==> src/rtl/if_fetch_pkg.sv <==
// -----------------------------------------------------------------------------
// if_fetch_pkg
//   Shared widths and helpers for the instruction-fetch front end.
//   AddrLen / InstLen : address and instruction word widths
//   InstStep          : byte distance between consecutive instructions
//   ZeroWord          : all-zero address, the default reset PC
// -----------------------------------------------------------------------------
package if_fetch_pkg;

    localparam int unsigned AddrLen = 32;
    localparam int unsigned InstLen = 32;
    localparam int unsigned FetchW  = AddrLen + InstLen;

    localparam logic [AddrLen-1:0] InstStep = AddrLen'(4);
    localparam logic [AddrLen-1:0] ZeroWord = '0;

    // Word-align an address by clearing its two byte-offset bits.
    function automatic logic [AddrLen-1:0] align_word(input logic [AddrLen-1:0] addr);
        return addr & ~AddrLen'(3);
    endfunction

endpackage

==> src/rtl/if_fetch_if.sv <==
// -----------------------------------------------------------------------------
// if_fetch_if
//   Bundles the fetch unit's ROM, redirect and decode-handshake signals.
//   master : the fetch unit (drives ROM address/enable and the decode side)
//   slave  : the environment (ROM, execute redirect, decode stage)
// -----------------------------------------------------------------------------
interface if_fetch_if;
    import if_fetch_pkg::*;

    logic [AddrLen-1:0] rom_addr_o;
    logic               rom_ce_o;
    logic [InstLen-1:0] rom_data_i;
    logic               br_valid_i;
    logic [AddrLen-1:0] br_target_i;
    logic               id_ready_i;
    logic               if_valid_o;
    logic [AddrLen-1:0] if_pc_o;
    logic [InstLen-1:0] if_inst_o;

    modport master (
        output rom_addr_o, rom_ce_o, if_valid_o, if_pc_o, if_inst_o,
        input  rom_data_i, br_valid_i, br_target_i, id_ready_i
    );

    modport slave (
        input  rom_addr_o, rom_ce_o, if_valid_o, if_pc_o, if_inst_o,
        output rom_data_i, br_valid_i, br_target_i, id_ready_i
    );

endinterface

==> src/rtl/if_fetch_inst_fifo.sv <==
// -----------------------------------------------------------------------------
// inst_fifo
//   Small synchronous FIFO holding fetched {pc, inst} pairs.
//   clk_in, rst_in : clock, synchronous active-low reset (control only)
//   push, pop      : enqueue din / dequeue head (ignored when full / empty)
//   flush          : drop every entry; takes priority over push and pop
//   full, empty    : occupancy flags
//   din, dout      : write data, head entry (don't-care when empty)
// -----------------------------------------------------------------------------
module inst_fifo #(
    parameter int unsigned DEPTH = 4,
    parameter int unsigned WIDTH = 64
) (
    input  logic             clk_in,
    input  logic             rst_in,
    input  logic             push,
    input  logic             pop,
    input  logic             flush,
    output logic             full,
    output logic             empty,
    input  logic [WIDTH-1:0] din,
    output logic [WIDTH-1:0] dout
);

    localparam int unsigned PtrW = $clog2(DEPTH);
    localparam int unsigned CntW = PtrW + 1;

    logic [WIDTH-1:0] mem [DEPTH];
    logic [PtrW-1:0]  rd_ptr;
    logic [PtrW-1:0]  wr_ptr;
    logic [CntW-1:0]  count;
    logic             push_ok;
    logic             pop_ok;

    assign full    = (count == CntW'(DEPTH));
    assign empty   = (count == '0);
    assign push_ok = push & ~full;
    assign pop_ok  = pop & ~empty;
    assign dout    = mem[rd_ptr];

    // DEPTH is a power of two, so pointers wrap by plain overflow.
    always_ff @(posedge clk_in) begin
        if (!rst_in || flush) begin
            rd_ptr <= '0;
            wr_ptr <= '0;
            count  <= '0;
        end else begin
            if (push_ok) wr_ptr <= wr_ptr + PtrW'(1);
            if (pop_ok)  rd_ptr <= rd_ptr + PtrW'(1);
            case ({push_ok, pop_ok})
                2'b10:   count <= count + CntW'(1);
                2'b01:   count <= count - CntW'(1);
                default: count <= count;
            endcase
        end
    end

    // Storage is not reset; occupancy alone decides what is visible.
    always_ff @(posedge clk_in) begin
        if (rst_in && !flush && push_ok) mem[wr_ptr] <= din;
    end

endmodule

==> src/rtl/if_fetch.sv <==
// -----------------------------------------------------------------------------
// if_fetch
//   Instruction-fetch front end: holds the PC, fetches from a combinational
//   ROM every cycle the buffer has room, and presents buffered {pc, inst}
//   pairs to decode through a valid/ready handshake. A redirect from execute
//   flushes the buffer and restarts fetch at the (word-aligned) target.
//   clk_in : clock
//   rst_in : synchronous active-low reset
//   bus    : if_fetch_if.master
//            rom_addr_o/rom_ce_o/rom_data_i   ROM port (rom_addr_o = pc)
//            br_valid_i/br_target_i           redirect from execute
//            if_valid_o/if_pc_o/if_inst_o     head entry towards decode
//            id_ready_i                       decode accepts the head entry
// -----------------------------------------------------------------------------
module if_fetch
    import if_fetch_pkg::*;
#(
    parameter int unsigned        DEPTH    = 4,
    parameter logic [AddrLen-1:0] RESET_PC = ZeroWord
) (
    input  logic         clk_in,
    input  logic         rst_in,
    if_fetch_if.master   bus
);

    logic [AddrLen-1:0] pc;
    logic               full;
    logic               empty;
    logic               fetch;
    logic               valid;
    logic               pop;
    logic [FetchW-1:0]  head;

    // Redirect and reset both suppress fetch and presentation combinationally,
    // so no stale entry leaks out in the redirect cycle itself.
    assign fetch = rst_in & ~bus.br_valid_i & ~full;
    assign valid = rst_in & ~empty & ~bus.br_valid_i;
    assign pop   = valid & bus.id_ready_i;

    assign bus.rom_addr_o = pc;
    assign bus.rom_ce_o   = fetch;
    assign bus.if_valid_o = valid;
    assign bus.if_pc_o    = head[FetchW-1:InstLen];
    assign bus.if_inst_o  = head[InstLen-1:0];

    always_ff @(posedge clk_in) begin
        if (!rst_in) begin
            pc <= RESET_PC;
        end else if (bus.br_valid_i) begin
            pc <= align_word(bus.br_target_i);
        end else if (fetch) begin
            pc <= pc + InstStep;
        end
    end

    inst_fifo #(
        .DEPTH (DEPTH),
        .WIDTH (FetchW)
    ) u_fifo (
        .clk_in (clk_in),
        .rst_in (rst_in),
        .push   (fetch),
        .pop    (pop),
        .flush  (bus.br_valid_i),
        .full   (full),
        .empty  (empty),
        .din    ({pc, bus.rom_data_i}),
        .dout   (head)
    );

endmodule

==> src/flat_wrapper.sv <==
// flat-port wrapper written by rule: the top's interface ports become plain ports
module if_fetch_flat import if_fetch_pkg::*;
#(
    parameter int unsigned        DEPTH    = 4,
    parameter logic [AddrLen-1:0] RESET_PC = ZeroWord
)
  (clk_in, rst_in, bus_rom_addr_o, bus_rom_ce_o, bus_if_valid_o, bus_if_pc_o, bus_if_inst_o, bus_rom_data_i, bus_br_valid_i, bus_br_target_i, bus_id_ready_i);
  if_fetch_if bus_i ();
  input  logic clk_in;
  input  logic rst_in;
  output wire logic [$bits(bus_i.rom_addr_o)-1:0] bus_rom_addr_o;
  output wire logic [$bits(bus_i.rom_ce_o)-1:0] bus_rom_ce_o;
  output wire logic [$bits(bus_i.if_valid_o)-1:0] bus_if_valid_o;
  output wire logic [$bits(bus_i.if_pc_o)-1:0] bus_if_pc_o;
  output wire logic [$bits(bus_i.if_inst_o)-1:0] bus_if_inst_o;
  input wire logic [$bits(bus_i.rom_data_i)-1:0] bus_rom_data_i;
  input wire logic [$bits(bus_i.br_valid_i)-1:0] bus_br_valid_i;
  input wire logic [$bits(bus_i.br_target_i)-1:0] bus_br_target_i;
  input wire logic [$bits(bus_i.id_ready_i)-1:0] bus_id_ready_i;
  assign bus_rom_addr_o = bus_i.rom_addr_o;
  assign bus_rom_ce_o = bus_i.rom_ce_o;
  assign bus_if_valid_o = bus_i.if_valid_o;
  assign bus_if_pc_o = bus_i.if_pc_o;
  assign bus_if_inst_o = bus_i.if_inst_o;
  assign bus_i.rom_data_i = bus_rom_data_i;
  assign bus_i.br_valid_i = bus_br_valid_i;
  assign bus_i.br_target_i = bus_br_target_i;
  assign bus_i.id_ready_i = bus_id_ready_i;
  if_fetch #(.DEPTH(DEPTH), .RESET_PC(RESET_PC)) u_core (.clk_in(clk_in), .rst_in(rst_in), .bus(bus_i));
endmodule
==> config.mk <==
export PLATFORM = sky130hd
export DESIGN_NAME = if_fetch_flat
export DESIGN_NICKNAME = d
export VERILOG_FILES = /design/src/rtl/if_fetch_pkg.sv /design/src/rtl/if_fetch_if.sv /design/src/rtl/if_fetch_inst_fifo.sv /design/src/rtl/if_fetch.sv /design/src/flat_wrapper.sv
export SDC_FILE = /design/constraint.sdc
export NUM_CORES = 1
export LEC_CHECK = 0
export CELL_PAD_IN_SITES_DETAIL_PLACEMENT = 2
export CELL_PAD_IN_SITES_GLOBAL_PLACEMENT = 2
export CORE_ASPECT_RATIO = 0.8
export CORE_UTILIZATION = 40
export DETAILED_ROUTE_END_ITERATION = 8
export PLACE_DENSITY_LB_ADDON = 0.1
export REMOVE_ABC_BUFFERS = 1
export SETUP_SLACK_MARGIN = 0.1
export SLEW_MARGIN = 20
export SYNTH_ARGS = -nofsm -noshare
export SYNTH_HDL_FRONTEND = slang
export SYNTH_SLANG_ARGS = --single-unit
==> constraint.sdc <==
create_clock -name clk_in -period 4.04 [get_ports clk_in]
set_input_delay 0.808 -clock clk_in [delete_from_list [all_inputs] [get_ports clk_in]]
set_output_delay 0.808 -clock clk_in [all_outputs]
set_load 0.1 [all_outputs]
======== Yosys cells after proc, flatten, opt, wreduce, memory -nomap -nowiden ========
Memory sizes are Yosys's and may differ from the RTL's. A register that Yosys moved wholly into a read port is not among the register bits.
Index checks and enable logic that the tools add are counted.
word-level totals
  bits in registers ....................... 39
  bits in writable memories ............... 256
  input bits .............................. 68
  output and inout port bits .............. 98
  memories ................................ 1
operators by class
  add/subtract/negate cells ............... 5
  equality and inequality tests ........... 3
  mux-type cells .......................... 7
  bitwise logic cells ..................... 11
  reduce and logical (&&, ||, !) cells .... 9
memory list
  name               words  bits a word  read ports  clocked after memory_dff  wr ports  line                      RTL
  u_core.u_fifo.mem  4      64           1           1                         1         if_fetch_inst_fifo.sv:28  logic [WIDTH-1:0] mem [DEPTH];
operators with widths
  cell                                                 number
  2-to-1 mux 32 bit                                    2
  adder 32 x 3 -> 32 bit, second input constant        1
  bitwise AND 1 bit                                    7
  one-hot mux 3 bit (2 select lines)                   1
  adder 2 x 1 -> 2 bit, second input constant          2
  2-to-1 mux 2 bit                                     2
  inverter 1 bit                                       4
  nonzero test 2 bit                                   2
  adder 3 x 1 -> 3 bit, second input constant          1
  equality test 3 bit, second input constant           1
  zero test 3 bit                                      1
  subtractor 3 x 1 -> 3 bit, second input constant     1
  equality test 2 x 1 -> 1 bit, second input constant  1
  equality test 2 bit, second input constant           1
  logical AND 1 bit                                    2
  zero test 1 bit                                      2
  2-to-1 mux 1 bit                                     2
  OR reduction 2 bit                                   1
  logical OR 1 bit                                     1

======== Logic depth before layout (Yosys ltp) ========
  depth after elaboration ................. 8
  gate-level depth with buffers ........... 10
  mapped depth without buffers ............ 8

======== By module ========
From an unflattened synthesis, not the netlist that was laid out.
unflattened totals
  cells, all modules ...................... 594
  area, all modules ....................... 11479.8 um^2
by module, submodules not included
  module     instances  cells an instance  area each (um^2)
  inst_fifo  1          388                9734.3
  if_fetch   1          206                1745.4

======== Worst setup path after synthesis ========
No wires, ideal clock.
  path type ............................... in2out
  start ................................... input bus_br_valid_i
  end ..................................... output bus_if_valid_o
  arrival time ............................ 2.575 ns
  setup slack ............................. 0.657 ns
  stages on the path ...................... 4
  path buffers ............................ 2
  cells stage by stage .................... clkbuf_1 nand2b_1 clkbuf_1 nor2_1
on the way
  cells in the longest elaborated chain, start to end .. 2
RTL lines
  what               line                RTL
  start, declared    flat_wrapper.sv:17  input wire logic [$bits(bus_i.br_valid_i)-1:0] bus_br_valid_i;
  inverter 1 bit     if_fetch.sv:37      assign valid = rst_in & ~empty & ~bus.br_valid_i;
  bitwise AND 1 bit  if_fetch.sv:37
  end, declared      flat_wrapper.sv:13  output wire logic [$bits(bus_i.if_valid_o)-1:0] bus_if_valid_o;
Every way passes these cells.

==> summary.txt <==
Run status
  – Outcome: finished, final reports clean

Die
  – Ports: 166
  – Die Width: 190 um
  – Full die area: 29100 sq um
  – Core ar.: 27600 sq um
  – Die span in y: 153 um
  – Row count: 54
  – Initial Util: 41.2%

Detailed routing
  – Vias/cell: 5.50
  – Met1 wire length: 12600 um
  – WL final: 29500 um
  – Vias: 6463
  – WL met3: 1120 um
  – DR iter-0 viols: 332
  – Highest routed layer: met5
  – Residual DRC: 0
  – Routed length on met2: 15200 um
  – DRT Pass-1 Iters: 7
  – Post-DR wirelength/cell: 25.1 um
  – ANT nets after route: 0

Global route
  – Antenna violations before repair: 1
  – Total GRT Usage: 20.7%
  – Global-route wire length before repair: 45200 um
  – Vias in the first global route: 7203
  – GR Overflow Total: 0
  – Largest net degree at the start of global routing: 63

Synthesis
  – Ys async rst share: 0%
  – Synth warn: 0
  – Top-area cell type share of the netlist area: 65.6%
  – Top cells by instance count after synthesis: edfxtp_1, mux4_2, dfxtp_1
  – Syn avg cell area: 18.2 sq um
  – Top cells by area, synth: edfxtp_1, mux4_2, dfxtp_1
  – Post-synthesis instance total: 622
  – Register area share after synthesis: 72.5%
  – Top FF cell, synth: edfxtp_1
  – Netlist cell types: 53
  – EDFF count, synth: 248
  – Mapped Area: 11300 sq um
  – Yosys top cell by area: edfxtp_1
  – #FFs+latches synth: 287
  – Most common cell in the synthesized netlist: edfxtp_1

Layout
  – Storage element area: 8240 sq um
  – P&R area growth vs syn: 24.8%
  – FILL cells: 2479
  – Layout cells sized above 1: 23.9%
  – Design Area, Final: 14200 sq um
  – Final-stage net count: 864
  – Final non-filler cell total: 1175
  – Number of diodes: 0
  – Multi-input logic area: 2910 sq um

STA
  – Fmax achieved: 299 MHz
  – Final setup viols: 0
  – Endpoints failing hold: 0
  – Setup TNS: 0 ns
  – Max Slew Vio Count: 0
  – Slew @ Worst Pin: 1.03 ns
  – Rel. slew slack: 31.0%
  – Fin crit period: 3.35 ns
  – RSZ-0062 raised after global routing: false
  – Fin crit share: 82.8%
  – Fin Clk Skew: 0.00976 ns

Clock tree
  – CTS Sinks: 287
  – H-tree depth: 1
  – Clock latency on the worst-skew pair: 0.55 ns
  – CTS Buf Count: 29
  – Clock root cell: clkbuf_16
  – CTS Hold Bufs: 0
  – CTS max path bufs: 3
  – CTS resizes: 0
  – CTS tree: yes
  – Clock Pin Slew Worst Setup and Hold Paths: 0.06 ns
  – Postcts setup bufs: 0

Placed design
  – Dpl cell area: 13300 sq um
  – Hpwl dp: 18900 um
  – RePlAce Congestion: 0.698
  – Placed insts: 1122
  – Port bufs: 159

Worst hold path
  – Min-Delay Path Class: flip-flop to flip-flop

Setup path
  – Type of origin of the critical path: flip-flop
  – Kind of critical path: flip-flop to output port
  – CP Data Required Time: 3.23 ns
  – Worst path arrival time: 2.54 ns
  – Worst Path Max Fanout: 41
  – Crit end category: output port

Power and ir drop
  – Power per cell area: 470 nW/um^2
  – Maximum vdd ir drop: 263 uV
  – Lkg Pwr: 0.00461 uW

Flow run
  – Max Cap Viol: 0
## power by group
group          switching, uW  total [uW]  internal, uW
registers               73.5        3370          3300
logic                    517         712           195
clock network           1110        2570          1460
total                   1700        6660          4950
## worst max-delay path, cell delays in order, from the launching register on
cell and delay (ns):
dfxtp_4 0.65, buf_12 0.37, mux4_2 0.61, buf_4 0.26
## metal layers
metal,up-vias,global-route usage [%]
met4,2,4.46
met5,-,0
met1,3406,27.8
met2,158,35.7
li1,2855,-
met3,42,2.81
## worst paths after layout
kind	startpoint	end	slack (ns)	cells after the start
min	u_core.u_fifo.wr_ptr[1]$_SDFFE_PP0P_	u_core.u_fifo.wr_ptr[1]$_SDFFE_PP0P_	0.52	2
max reg2reg	u_core.u_fifo.count[2]$_SDFFE_PP0P_	u_core.u_fifo.count[2]$_SDFFE_PP0P_	1.38	8
max	flip-flop	bus_if_inst_o[30]	0.69	3
min reg2reg	u_core.u_fifo.wr_ptr[1]$_SDFFE_PP0P_	u_core.u_fifo.wr_ptr[1]$_SDFFE_PP0P_	0.52	2
## metrics by stage
step | hold WS (ns) | util [%] | setup WS (ns) | power [uW]
6_report | 0.518 | 51.4 | 0.695 | 6660
5_1_grt | 0.572 | 51.4 | 0.542 | 6850
4_1_cts | 0.514 | 51.4 | 0.638 | 6720
3_5_place_dp | 0.506 | 48.1 | 0.688 | 4150
3_3_place_gp | 0.474 | 48.1 | 0.822 | 4120
2_1_floorplan | 0.465 | - | -0.344 | 3890
## registers in the layout, indices dropped and copies added (netlist names), named ones only
register and flops:
u_core.u_fifo.mem 248, u_core.u_fifo.rd_ptr 2, u_core.u_fifo.count 3, u_core.bus.rom_addr_o 30, u_core.u_fifo.wr_ptr 2
## kinds of logic after synthesis
kind of cell / count (synthesis) / synth area share [%]
xor+xnor: 11 / 0.849
mux: 62 / 12.3
flops: 287 / 72.5
compound gates: 70 / 4.36
other cells: 1 / 0.0330
fa+ha+maj: 7 / 0.838
buf+inv: 50 / 2.12
simple gates: 134 / 7.00
## cell usage in the layout, fill, tap and decap left out, types with 8 or more instances in the layout
cell type	synthesis	layout
a31oi_1	8	8
buf_4	4	71
clkbuf_16	0	29
clkdlybuf4s50_1	0	95
dfxtp_1	39	37
edfxtp_1	248	248
inv_1	10	10
mux4_2	62	62
nand2_1	19	19
nand2b_1	8	8
nand3_1	15	15
nand4_1	9	9
nor2_1	18	18
nor2b_1	8	8
nor3_1	8	8
o21ai_0	24	24
## layout make-up
| class | instances | area share [%] |
|---|---|---|
| Multi-Input combinational cell | 288 | 20.6 |
| Tap cell | 364 | 3.22 |
| Sequential cell | 287 | 58.2 |
| Clock buffer | 37 | 5.41 |
| Inverter | 10 | 0.265 |
| Timing Repair Buffer | 173 | 11.5 |
| Clock inverter | 16 | 0.910 |
Note: power is estimated with default switching activity, not from simulation.
==> patch 1, RTL diff (same flow settings) <==
Set the package constant `InstLen` to 48 (it was 32).
--- a/src/rtl/if_fetch_pkg.sv
+++ b/src/rtl/if_fetch_pkg.sv
@@ -8,7 +8,7 @@
 package if_fetch_pkg;
 
     localparam int unsigned AddrLen = 32;
-    localparam int unsigned InstLen = 32;
+    localparam int unsigned InstLen = 48;
     localparam int unsigned FetchW  = AddrLen + InstLen;
 
     localparam logic [AddrLen-1:0] InstStep = AddrLen'(4);
Ports: changed (resized bus_if_inst_o and bus_rom_data_i); port bits go from 166 to 198. The function was not compared with the original's and may differ.
==> patch 1 against the original RTL <==
  * Clock power is 32% higher
  * Synthesized cell count grew 11%
  * Critical path depth is 2 lower
  * Register-to-register slack worse by 200 ps
  * Final area increased by 21%
  * Total power grew 25%
  * Count of clock-buffer cells in the layout grew 13
  * Wire length grew 24%
  * Sequential cell count is 64 higher
  * Synthesized area rose by 19%
  * Die area is 18% higher
  * Worst hold slack improved by 11 ps
  * Worst setup slack better by 130 ps
==> patch 1: results (changes against the original RTL) <==
- The sum of net half-perimeters after detailed placement is 24,100 um (+27%).
- The XOR/XNOR share of the synthesized area came to 0.845% (-0.0038 points).
- The part of the power in combinational logic came to 10.1% (-0.6 points).
- The latest clock arrival within the worst-skew pair is 530 ps (-20 ps).
- The net switching power is 2.04 mW (+20%).
- The class of the tightest hold or removal check is flop to flop.
- The mux share of post-synthesis cell area is 13.0% (+0.74 points).
- The worst-margin pin slew is 1070 ps (+39.4 ps).
- The routed wire length per instance is 27.1 um (+8.1%).
- The distinct cell type count of the synthesized netlist is 45 (-15%).
- The routed length on met3 was 1450 um (+29%).
- The run finished with clean final reports.
- The first-pass detailed-route iteration total was 4 (-3).
- The async set-or-reset flop fraction in the synthesized netlist is 0% (unchanged).
- By count the netlist is led by 312 x edfxtp_1, 78 x mux4_2, 39 x dfxtp_1, 25 x clkbuf_1, 24 x o21ai_0.
- The number of H-tree branching levels was 2 (+1).
- The number of cells in the design after placement is 1,289 (+15%).
- The initial detailed-routing violation count is 437 (+32%).
- The post-place setup slack is 625 ps (-62.9 ps).
- The via count was 7,489 (+16%).
- The number of buffer cells added on primary ports is 191 (+20%).
- The average instance area after synthesis was 19.6 um2 (+7.2%).
- The number of nets in the final layout is 992 (+15%).
- The met2 usage in global routing is 37.9% (+2.2 points).
- The area fraction in compound gates after synthesis came to 3.67% (-0.69 points).
- The global-route usage over all layers came to 21.9% (+1.2 points).
- The cell with the largest stage delay on the worst path is clkdlybuf4s50_1.
- The fraction of final layout cells sized beyond drive strength 1 is 25.9% (+2.0 points).
- The total sequential power is 4.12 mW (+22%).
- The total detailed-routing wirelength was 36,600 um (+24%).
- The number of antenna violations at the first check in global routing is 2 (+1).
- The via count of the first global-routing pass was 8,465 (+18%).
- The worst vdd rail ir drop is 0.000215 V (-18%).
- The adder and majority cell fraction of the synthesized area is 0.706% (-0.13 points).
- The worst clock skew on the final layout is 16.1 ps (+6.34 ps).
- The routing usage on met1 is 29.0% (+1.2 points).
- The wire length of the first global-routing pass came to 55,700 um (+23%).
- The highest metal layer with signal wires is met4.
- The detailed route wirelength on metal2 is 18,600 um (+23%).
- The longest individual stage delay on the worst path is 1250 ps (+600 ps).
- The arrival time reported for the critical path endpoint is 2410 ps (-130 ps).
- Among cell families on the critical path, the largest total delay comes from buffers and inverters.
- The number of buffers added by the clock tree synthesis step is 37 (+28%).
- The pin count of the biggest net entering global routing is 52 (-17%).
- The post-place instance area was 0.0159 mm2 (+20%).
- The number of enable-type register cells in the synthesized netlist is 312 (+26%).
- The clock slew at the register clock pins of the worst setup and hold paths was 60 ps (about the same).
- The sequential area share after synthesis came to 75.3% (+2.8 points).
- The number of filler cells placed in the layout is 2,848 (+15%).
- The total leakage power is 5.52 nW (+20%).
- By area the synthesized netlist is led by edfxtp_1 70%, mux4_2 13%, dfxtp_1 5.8%.
[patch 1: logic make-up after synthesis]
group | Yosys count
flops | 351
compound gates | 75
simple gates | 113
mux | 78
other cells | 1
fa+ha+maj | 7
xor+xnor | 13
buf+inv | 51
[patch 1: worst paths after layout]
check                           cells after the start                      start  slack [ps]                     end
worst max-delay path                                1  u_core.bus.rom_addr_o[20]         830      bus_rom_addr_o[20]
worst min-delay path                                2     u_core.u_fifo.count[2]         530  u_core.u_fifo.count[2]
worst max register to register                      9     u_core.u_fifo.count[2]        1180  u_core.u_fifo.count[2]
worst min register to register                      2     u_core.u_fifo.count[2]         530  u_core.u_fifo.count[2]
[patch 1: final cells by class]
type / instances / area, um2 / area share [%]
flip-flops and latches: 351 / 10200 / 59.5
multi-input cells: 290 / 3150 / 18.4
repair buffers: 212 / 2020 / 11.8
clock buffers: 50 / 995 / 5.83
well taps: 427 / 534 / 3.13
clock inverters: 10 / 174 / 1.02
inverters: 9 / 33.8 / 0.198
diodes: 1 / 2.50 / 0.0147
==> patch 2, RTL diff (same settings) <==
Without the edit above. Make the reset (`rst_in`) asynchronous in one clocked block. Comments in the files are not updated.
--- a/src/rtl/if_fetch.sv
+++ b/src/rtl/if_fetch.sv
@@ -43,7 +43,7 @@
     assign bus.if_pc_o    = head[FetchW-1:InstLen];
     assign bus.if_inst_o  = head[InstLen-1:0];
 
-    always_ff @(posedge clk_in) begin
+    always_ff @(posedge clk_in or negedge rst_in) begin
         if (!rst_in) begin
             pc <= RESET_PC;
         end else if (bus.br_valid_i) begin
Behaviour: differs if rst_in is asserted again (counterexample within 4 cycles, from zero or initial values and one cycle with rst_in low); with rst_in held inactive, the same outputs for 4 cycles.
==> patch 2 against the original RTL <==
  * Worst setup slack improved by 150 ps
  * Sequential power rose by 1%
  * Critical endpoint is now bus_rom_addr_o[16]
  * Wire length rose by 0.30%
  * Highest routed layer is now met4
  * Synthesized area fell by 0.57%
  * Critical path type unchanged
  * Clock skew fell by 1.4 ps
  * Total power rose by 4.6%
  * Sequential share of layout area rose by 0.60 points
  * Final area rose by 0.78%
  * Synthesized cell count fell by 3.5%
  * Largest power group unchanged
  * Sequential cell count did not move
  * Clock power rose by 5%
==> patch 2: results (changes against the original RTL) <==
- The run finished with clean final reports.
- The final RePlAce weighted congestion was 0.769 (+10%).
- The power share of the sequential group came to 49.0% (-1.7 points).
- The async set-or-reset flop fraction in the synthesized netlist was 10.5% (+10 points).
- The post-place instance area is 0.0133 mm2 (+0.39%).
- The XOR/XNOR share of the synthesized area is 1.01% (+0.16 points).
- The worst hold slack across all endpoints is 277 ps (-240 ps).
- The initial detailed-routing violation count is 273 (-18%).
- The first-pass detailed-route iteration total is 4 (-3).
- The worst clock skew on the final layout came to 8.33 ps (-1.42 ps).
- The startpoint identified for the worst register-to-register timing path is u_core.bus.rom_addr_o[3].
- The power attributed to the clock group is 2.69 mW (+5%).
- The worst-case headroom to the max-slew limit came to 29.6% (-1.4 points).
- The number of antenna violations at the first check in global routing came to 0 (-1).
- The total leakage power is 4.65 nW (+0.99%).
- After synthesis, the most frequently instantiated cells are 248 x edfxtp_1, 62 x mux4_2, 30 x dfrtp_1, 24 x nor2_1, 23 x nand2_1.
- The area fraction in compound gates after synthesis is 3.12% (-1.2 points).
- The arrival time reported for the critical path endpoint is 2390 ps (-150 ps).
- The number of nets in the final layout is 856 (-0.93%).
- Sorting the synthesized cells by area gives the leading types as edfxtp_1 66%, mux4_2 12%, dfrtp_1 6.7%.
- The count of cells along the worst register-to-register path was 5 (-3).
- The power per cell area is 488 mW/mm2 (+3.8%).
- The routed wire length per instance is 25.3 um (+0.90%).
- The adder and majority cell fraction of the synthesized area is 0.843% (+0.0048 points).
- The worst vdd rail ir drop was 0.000316 V (+20%).
- The register-to-register setup slack is 1360 ps (-20 ps).
- The sequential area share after synthesis was 74.3% (+1.7 points).
- The sum of net half-perimeters after detailed placement is 19,200 um (+1.7%).
- The worst register-to-register path ends at u_core.bus.rom_addr_o[20].
-- patch 2: cell count changes after synthesis, moves of 7 or more --
| cell | before | now |
|---|---|---|
| dfxtp_1 | 39 | 9 |
| or4_1 | 5 | 22 |
| o21ai_0 | 24 | 16 |
| nor3_1 | 8 | 1 |
| nand2b_1 | 8 | 1 |
| dfrtp_1 | 0 | 30 |
-- patch 2: kinds of logic (layout without fill, tap and decap cells) --
group	count (synthesis)	after routing
DFF	287	287
adders and majority gates	7	7
xor gates and xnor gates	13	13
other	1	4
muxes	64	64
AOI/OAI and AO/OA	55	55
buffers and inverters	43	244
and+or+nand+nor	130	130
-- patch 2: worst max path at each step --
stage	startpoint	to	slack [ps]	cells past startpoint
after global routing	flop	bus_if_inst_o[5]	740	3
final	u_core.bus.rom_addr_o[16]	bus_rom_addr_o[16]	850	1
after CTS	flop	bus_if_pc_o[27]	800	3
after global placement	bus_br_valid_i	u_core.u_fifo.count[2]	610	9
after detailed placement	bus_br_valid_i	u_core.u_fifo.count[2]	470	9
after floorplan	flop	bus_if_inst_o[0]	-340	1
-- patch 2: final cells by class --
| class | instances | area [um2] | area share, % |
|---|---|---|---|
| inverter | 10 | 37.5 | 0.263 |
| multi-input combinational | 273 | 2750 | 19.3 |
| sequential | 287 | 8390 | 58.8 |
| tap | 364 | 455 | 3.19 |
| timing repair buffer | 179 | 1690 | 11.8 |
| clock inverter | 21 | 188 | 1.32 |
| clock buffer | 34 | 766 | 5.37 |
-- patch 2: routing by layer --
layer	up-vias	global-route usage (%)	part of all wire, %
li1	2799	-	-
met1	3339	27.3	42
met4	0	3.07	1.0
met5	-	0	0
met2	158	37.5	53
met3	26	3.32	4.0
